File: src/rtl/mod_exp_seq_if.sv
// rtl/mod_exp_seq_if.sv - operand/product bus between mod_exp_seq and the Montgomery multiplier
interface mod_exp_seq_if #(
  parameter int W = 192
);
  logic [W-1:0] mm_x;
  logic [W-1:0] mm_y;
  logic         mm_start;
  logic [W-1:0] mm_z;
  logic         mm_done;

  modport master (output mm_x, mm_y, mm_start, input mm_z, mm_done);
  modport slave  (input mm_x, mm_y, mm_start, output mm_z, mm_done);
endinterface

File: src/rtl/mod_exp_seq.sv
// rtl/mod_exp_seq.sv - left-to-right square-and-multiply sequencer for a Montgomery multiplier
// MODEXP_FROM_MONT_EN adds a final multiply-by-1 (CONV) so the result leaves the Montgomery domain.
module mod_exp_seq #(
  parameter int W   = 192,
  parameter int E_W = 192
) (
  input  logic           clk,
  input  logic           reset,
  input  logic           start_i,
  input  logic [W-1:0]   base_in_i,
  input  logic [W-1:0]   one_in_i,
  input  logic [E_W-1:0] exp_in_i,
  output logic           busy_o,
  output logic           done_o,
  output logic [W-1:0]   result_o,
  mod_exp_seq_if.master  mm
);
  localparam int I_W = $clog2(E_W);

  typedef enum logic [2:0] {
    S_IDLE, S_SCAN, S_SQR, S_MUL, S_GAP, S_CONV, S_FIN
  } state_t;

`ifdef MODEXP_FROM_MONT_EN
  localparam state_t       S_TAIL   = S_CONV;
  localparam logic [W-1:0] MONT_ONE = {{(W-1){1'b0}}, 1'b1};
`else
  localparam state_t       S_TAIL   = S_FIN;
`endif

  state_t         state_q, state_d;
  logic [E_W-1:0] e_q, e_d;
  logic [I_W-1:0] i_q, i_d;
  logic [W-1:0]   acc_q, acc_d;
  logic [W-1:0]   base_q, base_d;
  logic [W-1:0]   result_q, result_d;
  logic           done_q, done_d;
  logic           busy_q, busy_d;
  logic           mm_start_q, mm_start_d;
  logic [W-1:0]   mm_x_q, mm_x_d;
  logic [W-1:0]   mm_y_q, mm_y_d;
  logic [E_W-1:0] e_shift;
  logic           bits_left;

  assign e_shift   = {e_q[E_W-2:0], 1'b0};
  assign bits_left = (i_q != '0);

  always_ff @(posedge clk) begin
    if (reset) begin
      state_q    <= S_IDLE;
      e_q        <= '0;
      i_q        <= '0;
      acc_q      <= '0;
      base_q     <= '0;
      result_q   <= '0;
      done_q     <= 1'b0;
      busy_q     <= 1'b0;
      mm_start_q <= 1'b0;
      mm_x_q     <= '0;
      mm_y_q     <= '0;
    end else begin
      state_q    <= state_d;
      e_q        <= e_d;
      i_q        <= i_d;
      acc_q      <= acc_d;
      base_q     <= base_d;
      result_q   <= result_d;
      done_q     <= done_d;
      busy_q     <= busy_d;
      mm_start_q <= mm_start_d;
      mm_x_q     <= mm_x_d;
      mm_y_q     <= mm_y_d;
    end
  end

  // Product states spend their first cycle with mm_start low to load operands,
  // which also provides the mandatory low cycle between SQR and MUL.
  always_comb begin
    state_d    = state_q;
    e_d        = e_q;
    i_d        = i_q;
    acc_d      = acc_q;
    base_d     = base_q;
    result_d   = result_q;
    done_d     = 1'b0;
    busy_d     = busy_q & ~done_q;
    mm_start_d = mm_start_q;
    mm_x_d     = mm_x_q;
    mm_y_d     = mm_y_q;

    case (state_q)
      S_IDLE: begin
        if (start_i && !busy_q) begin
          base_d = base_in_i;
          e_d    = exp_in_i;
          i_d    = I_W'(E_W - 1);
          busy_d = 1'b1;
          if (exp_in_i == '0) begin
            acc_d   = one_in_i;
            state_d = S_TAIL;
          end else begin
            state_d = S_SCAN;
          end
        end
      end
      S_SCAN: begin
        e_d = e_shift;
        if (!e_q[E_W-1]) begin
          i_d = i_q - I_W'(1);
        end else begin
          acc_d   = base_q;
          state_d = bits_left ? S_SQR : S_TAIL;
        end
      end
      S_SQR: begin
        if (!mm_start_q) begin
          mm_start_d = 1'b1;
          mm_x_d     = acc_q;
          mm_y_d     = acc_q;
        end else if (mm.mm_done) begin
          mm_start_d = 1'b0;
          acc_d      = mm.mm_z;
          if (e_q[E_W-1]) begin
            state_d = S_MUL;
          end else begin
            e_d     = e_shift;
            i_d     = i_q - I_W'(1);
            state_d = S_GAP;
          end
        end
      end
      S_MUL: begin
        if (!mm_start_q) begin
          mm_start_d = 1'b1;
          mm_x_d     = acc_q;
          mm_y_d     = base_q;
        end else if (mm.mm_done) begin
          mm_start_d = 1'b0;
          acc_d      = mm.mm_z;
          e_d        = e_shift;
          i_d        = i_q - I_W'(1);
          state_d    = S_GAP;
        end
      end
      S_GAP: begin
        state_d = bits_left ? S_SQR : S_TAIL;
      end
`ifdef MODEXP_FROM_MONT_EN
      S_CONV: begin
        if (!mm_start_q) begin
          mm_start_d = 1'b1;
          mm_x_d     = acc_q;
          mm_y_d     = MONT_ONE;
        end else if (mm.mm_done) begin
          mm_start_d = 1'b0;
          acc_d      = mm.mm_z;
          state_d    = S_FIN;
        end
      end
`endif
      S_FIN: begin
        result_d = acc_q;
        done_d   = 1'b1;
        state_d  = S_IDLE;
      end
      default: state_d = S_IDLE;
    endcase
  end

  assign busy_o      = busy_q;
  assign done_o      = done_q;
  assign result_o    = result_q;
  assign mm.mm_start = mm_start_q;
  assign mm.mm_x     = mm_x_q;
  assign mm.mm_y     = mm_y_q;
endmodule
File: src/flat_wrapper.sv
// flat-port wrapper written by rule: the top's interface ports become plain ports
module mod_exp_seq_flat 
#(
  parameter int W   = 192,
  parameter int E_W = 192
)
  (clk, reset, start_i, base_in_i, one_in_i, exp_in_i, busy_o, done_o, result_o, mm_mm_x, mm_mm_y, mm_mm_start, mm_mm_z, mm_mm_done);
  mod_exp_seq_if #(.W(W)) mm_i ();
  input  logic clk;
  input  logic reset;
  input  logic start_i;
  input  logic [W-1:0] base_in_i;
  input  logic [W-1:0] one_in_i;
  input  logic [E_W-1:0] exp_in_i;
  output logic busy_o;
  output logic done_o;
  output logic [W-1:0] result_o;
  output wire logic [$bits(mm_i.mm_x)-1:0] mm_mm_x;
  output wire logic [$bits(mm_i.mm_y)-1:0] mm_mm_y;
  output wire logic [$bits(mm_i.mm_start)-1:0] mm_mm_start;
  input wire logic [$bits(mm_i.mm_z)-1:0] mm_mm_z;
  input wire logic [$bits(mm_i.mm_done)-1:0] mm_mm_done;
  assign mm_mm_x = mm_i.mm_x;
  assign mm_mm_y = mm_i.mm_y;
  assign mm_mm_start = mm_i.mm_start;
  assign mm_i.mm_z = mm_mm_z;
  assign mm_i.mm_done = mm_mm_done;
  mod_exp_seq #(.W(W), .E_W(E_W)) u_core (.clk(clk), .reset(reset), .start_i(start_i), .base_in_i(base_in_i), .one_in_i(one_in_i), .exp_in_i(exp_in_i), .busy_o(busy_o), .done_o(done_o), .result_o(result_o), .mm(mm_i));
endmodule
File: config.mk
export PLATFORM = sky130hd
export DESIGN_NAME = mod_exp_seq_flat
export DESIGN_NICKNAME = d
export VERILOG_FILES = /design/src/rtl/mod_exp_seq_if.sv /design/src/rtl/mod_exp_seq.sv /design/src/flat_wrapper.sv
export SDC_FILE = /design/constraint.sdc
export NUM_CORES = 2
export LEC_CHECK = 0
export CAP_MARGIN = 10
export CORE_AREA = 4 4 527 529
export DETAILED_ROUTE_END_ITERATION = 8
export DIE_AREA = 0 0 531 533
export MAX_ROUTING_LAYER = met4
export SLEW_MARGIN = 20
export SYNTH_ARGS = -nofsm -noshare
export SYNTH_HDL_FRONTEND = slang
export SYNTH_SLANG_ARGS = --single-unit
File: constraint.sdc
create_clock -name clk -period 3.9 [get_ports clk]
set_input_delay 0.39 -clock clk [delete_from_list [all_inputs] [get_ports clk]]
set_output_delay 0.39 -clock clk [all_outputs]
set_load 0.005 [all_outputs]
---- Word-level counts from Yosys, hierarchy flattened ----
Index checks and enable logic that the tools add are counted.
operators by class
  add/sub/neg operators ................... 1
  equal/unequal tests ..................... 17
  muxes and demuxes ....................... 38
  bitwise gates (word level) .............. 3
  reductions and logical operators ........ 16
operators with widths
  cell                 number
  $mux 192             13
  $pmux 192 s4         1
  $pmux 192 s3         1
  $pmux 192 s2         1
  $logic_not 192->1    1
  $mux 8               6
  $pmux 8 s4           1
  $mux 3               9
  $reduce_and 6->1     3
  $pmux 3 s5           1
  $ne 2x1->1 const B   7
  $ne 2x2->1 const B   5
  $reduce_bool 8->1    1
  $sub 8x1->8 const B  1
  $reduce_and 7->1     1
  $eq 3x2->1 const B   2
  $eq 3x3->1 const B   2
  $mux 1               5
  $reduce_and 2->1     2
  $reduce_bool 4->1    1
  $eq 3x1->1 const B   1
  $logic_not 3->1      1
  $reduce_and 3->1     1
  $reduce_bool 3->1    1
  other kinds (6)      7
storage, ports and cells
  bits in registers ....................... 1166
  input bits .............................. 772
  output and inout bits ................... 579
  word-level logic and storage cells ...... 87

---- Logic depth before layout (Yosys ltp) ----
  word-level depth ........................ 5
  gate-level depth with buffers ........... 11

---- Worst setup path before layout ----
Ideal clock, no wire load.
  path type ............................... in2reg
  start point ............................. input port exp_in_i[189]
  end point ............................... register u_core.acc_q[123]
  library setup time ...................... 0.101 ns
  arrival ................................. 1.966 ns
  slack ................................... 1.833 ns
  stages on the path ...................... 7
  cell sequence ........................... nor4_1 > nand4_1 > nor4_1 > a311oi_1 > buf_2 > clkbuf_1 > o41ai_1
between the ends
  longest elaborated chain between the ends .. 3
ends and longest elaborated chain
  item                               RTL line            text
  from (decl)                        flat_wrapper.sv:14  input logic [E_W-1:0] exp_in_i;
  $logic_not 192->1                  mod_exp_seq.sv:98   if (exp_in_i == '0) begin
  $ne 2x1->1 (no source line)        -
  $reduce_and 6->1 (no source line)  -
  to (signal assigned)               mod_exp_seq.sv:53   acc_q <= '0;
  to (signal assigned)               mod_exp_seq.sv:65   acc_q <= acc_d;
  to (decl)                          mod_exp_seq.sv:34   logic [W-1:0] acc_q, acc_d;
No other way between the ends.
A chain may end at the register's enable or synchronous reset.

---- Final worst setup path ----
  start point ............................. register u_core.busy_q, in the netlist u_core.busy_o
  end point ............................... register u_core.base_q[104]
between the ends
  longest elaborated chain between the ends .. 3
ends and longest elaborated chain
  item                               RTL line           text
  from (decl)                        mod_exp_seq.sv:38  logic busy_q, busy_d;
  from (signal assigned)             mod_exp_seq.sv:69  busy_q <= busy_d;
  $logic_not 1->1                    mod_exp_seq.sv:93  if (start_i && !busy_q) begin
  $logic_and 1x1->1                  mod_exp_seq.sv:93
  $reduce_and 2->1 (no source line)  -
  to (signal assigned)               mod_exp_seq.sv:66  base_q <= base_d;
  to (decl)                          mod_exp_seq.sv:35  logic [W-1:0] base_q, base_d;
No other way between the ends.

==> flow_metrics.py <==
metrics = {
    "status": {
        "status": "finished, final reports clean",
    },
    "floorplan": {
        "die_y_um": 533,
        "io_pins": 1351,
        "coreArea_mm2": 0.273,
        "dieWidth_um": 531,
        "start_util_pct": 17.7,
        "row_count": 192,
        "dieArea_mm2": 0.283,
    },
    "global_routing": {
        "gr-total-overflow": 0,
        "grt_pass1_wl_um": 373000,
        "grt_usage_pct": 18.8,
        "antenna_found_initial": 155,
        "grt_pass1_vias": 46300,
        "grt_max_degree": 165,
    },
    "cts": {
        "cts_root_buf": "clkbuf_16",
        "cts_resized": 0,
        "clkLatencyLatePin_ns": 0.85,
        "htreeDepth": 4,
        "clk_path_buf_depth": 4,
        "cts_tree": "yes",
        "cts_setup_buffers": 0,
        "clk_pin_slew_ns": 0.06,
        "hold_buffers": 0,
        "cts_buffers": 143,
        "cts_sinks": 1166,
    },
    "routing": {
        "vias": 50400,
        "drc": 0,
        "via_per_inst": 4.67,
        "routed_wl_um": 275000,
        "drt_iter0_drc": 4814,
        "drtPass1Iterations": 8,
        "ant_nets": 0,
        "wire_per_inst_um": 25.5,
    },
    "setup_path": {
        "reg2reg_from": "u_core.busy_o",
        "worst-path-max-fanout": 111,
        "regToRegEndpoint": "u_core.base_q[104]",
        "crit_type": "reg -> reg",
        "r2r_setup_slack_ns": 0.72,
        "cp.required_ns": 4.58,
        "worstSetupEndpointType": "flop",
        "cp-start-kind": "flop",
        "arrival_ns": 3.86,
        "reg2reg_depth": 7,
    },
    "cells_and_area": {
        "drive_gt1_share_pct": 5.32,
        "final_cells": 10800,
        "syn_to_final_growth_pct": 47.0,
        "fill_cells": 29700,
        "final_core_util_pct": 26.0,
        "nets": 7747,
        "final_common_cell": "clkdlybuf4s50_1",
        "mostFrequentLayoutCells": "1349 x clkdlybuf4s50_1, 1163 x dfxtp_1, 1157 x nand2_1, 777 x a21oi_1, 588 x nor2_1",
    },
    "timing": {
        "setup_viol": 0,
        "period_needed_ns": 3.18,
        "relSlewSlack_pct": 19.6,
        "slew_viol_final": 0,
        "period_share_pct": 81.5,
        "rsz0062_at_grt": "false",
        "tightest_slew_ns": 1.21,
        "skew_ns": 0.0620,
        "max_freq_mhz": 314,
        "finalHoldViolations": 0,
    },
    "yosys": {
        "synth-simple-area-share_pct": 19.2,
        "avgSynthCellArea_um2": 8.10,
        "ys_types": 44,
        "synthCells": 5947,
        "synth_top_family_by_area": "compound AO/OA/AOI/OAI gates",
        "ys_seq_area_share_pct": 48.4,
        "synth_fa_ha_area_share_pct": 0.0260,
        "ys_ff_latch": 1166,
        "synth_compound_area_share_pct": 23.4,
        "yosys.area_share.xor_xnor_pct": 0.0545,
        "yosys_warnings": 0,
        "syn-num-nets": 6720,
        "synthMuxAreaShare_pct": 4.01,
        "syn_area_mm2": 0.0482,
    },
    "pwr": {
        "max-vdd-ir-drop_uv": 1410,
        "power_density_mw_per_mm2": 734,
        "leakagePower_uw": 0.0232,
        "power.total_uw": 52000,
    },
    "hold_path": {
        "hold_path_depth": 3,
        "holdPathEnd": "u_core.base_q[62]",
        "worstHoldStart": "base_in_i[62]",
        "hold_class": "in -> reg",
    },
    "placed_design": {
        "io_buffers": 1350,
        "numPlacedInstances": 10400,
        "hpwlAfterDp_um": 205000,
        "place.gp.congestion": 0.919,
    },
    "flow_run": {
        "maxCapViolCount": 0,
    },
}
metal layers:
metal / share of wire [%] / vias up / track usage (%) / wire (um)
met5: 0 / - / - / 0
met4: 4.8 / 0 / 8.74 / 13100
met3: 12 / 426 / 7.29 / 31900
met2: 43 / 2454 / 27.6 / 120000
met1: 40 / 24200 / 22.4 / 111000
li1: - / 23300 / - / -
where the power goes:
group | internal, uW | switching, uW | leakage (uW)
clock network | 8210 | 5660 | 0.00237
registers | 14800 | 2880 | 0.00949
logic | 7400 | 13100 | 0.0113
total | 30400 | 21600 | 0.0232
metrics by stage:
stage	hold slack (ns)	instance area, um^2	setup WS, ns	setup TNS [ns]
6_report	0.0987	70900	0.720	0
3_3_place_gp	0.441	65700	-0.673	-120.47
5_1_grt	0.0742	70800	0.782	0
2_1_floorplan	0.432	48200	1.83	0
4_1_cts	0.0151	70600	0.941	0
3_5_place_dp	0.446	65800	0.103	0
critical path: stages (launching register included):
cell	delay, ns
dfxtp_1	0.52
nor2b_1	0.11
o311ai_1	0.82
or2_4	0.32
nor3_4	0.07
buf_12	0.19
nand2_1	0.45
a21oi_1	0.10
cell families (layout without fill, tap and decap cells):
logic type / after synthesis / count (layout)
DFF: 1166 / 1166
xor gates and xnor gates: 3 / 3
muxes: 193 / 193
other: 0 / 121
and+or+nand+nor: 2217 / 2217
AOI/OAI and AO/OA: 1762 / 1762
adders and majority gates: 1 / 1
buffers and inverters: 605 / 1740
cells in the mapped netlist (all sizes together):
master	number	area (um^2)
nand2b	4	25.0
o31ai	1	7.51
ha	1	12.5
clkbuf	533	2000
o211ai	1	7.51
o311ai	1	8.76
o21a	1	7.51
a311oi	5	43.8
xnor2	2	17.5
nor4	51	319
xor2	1	8.76
nand3	5	25.0
mux2i	193	1930
a211oi	193	1450
o41ai	192	1680
a21o	2	15.0
dfxtp	1166	23300
or2	1	6.26
a221oi	190	1660
a22oi	192	1440
a211o	1	8.76
buf	65	332
nand4	12	75.1
a21oi	778	3890
nand2	1159	4350
nor3	198	996
inv	7	26.3
nor2b	193	1210
nand3b	1	7.51
o22ai	2	12.5
and2	1	6.26
a31oi	1	6.26
o21ai	197	986
o32a	1	10.0
or3	2	12.5
o2111ai	1	8.76
nor2	590	2210
o2bb2ai	1	8.76
a2111oi	2	17.5
layout make-up:
class | count | area, um^2 | share of cell area [%]
Antenna cell | 121 | 303 | 0.427
Clock buffer | 204 | 4200 | 5.93
Sequential cell | 1166 | 23400 | 33.0
Clock inverter | 49 | 607 | 0.856
Multi-Input combinational cell | 4176 | 22600 | 31.9
Tap cell | 3589 | 4490 | 6.34
Inverter | 7 | 26.3 | 0.0371
Timing Repair Buffer | 1480 | 15300 | 21.5
registers in the layout (all words and copies together), names as in the netlist:
name                count
u_core.acc_q          192
u_core.base_q         192
u_core.e_q            192
u_core.mm.mm_x        192
u_core.mm.mm_y        192
u_core.result_o       192
u_core.i_q              8
u_core.state_q          3
u_core.busy_o           1
u_core.done_o           1
u_core.mm.mm_start      1
how the worst max path moves through the flow:
stage                  startpoint                  to  depth (start not counted)
CTS                 u_core.busy_o       u_core.i_q[6]                          7
floorplan           exp_in_i[189]   u_core.acc_q[123]                          7
global route        u_core.busy_o   u_core.acc_q[162]                          6
finish              u_core.busy_o  u_core.base_q[104]                          7
detailed placement  exp_in_i[176]    u_core.acc_q[88]                          8
global placement    exp_in_i[188]    u_core.acc_q[90]                          8
Note: power is estimated with default switching activity, not from simulation.
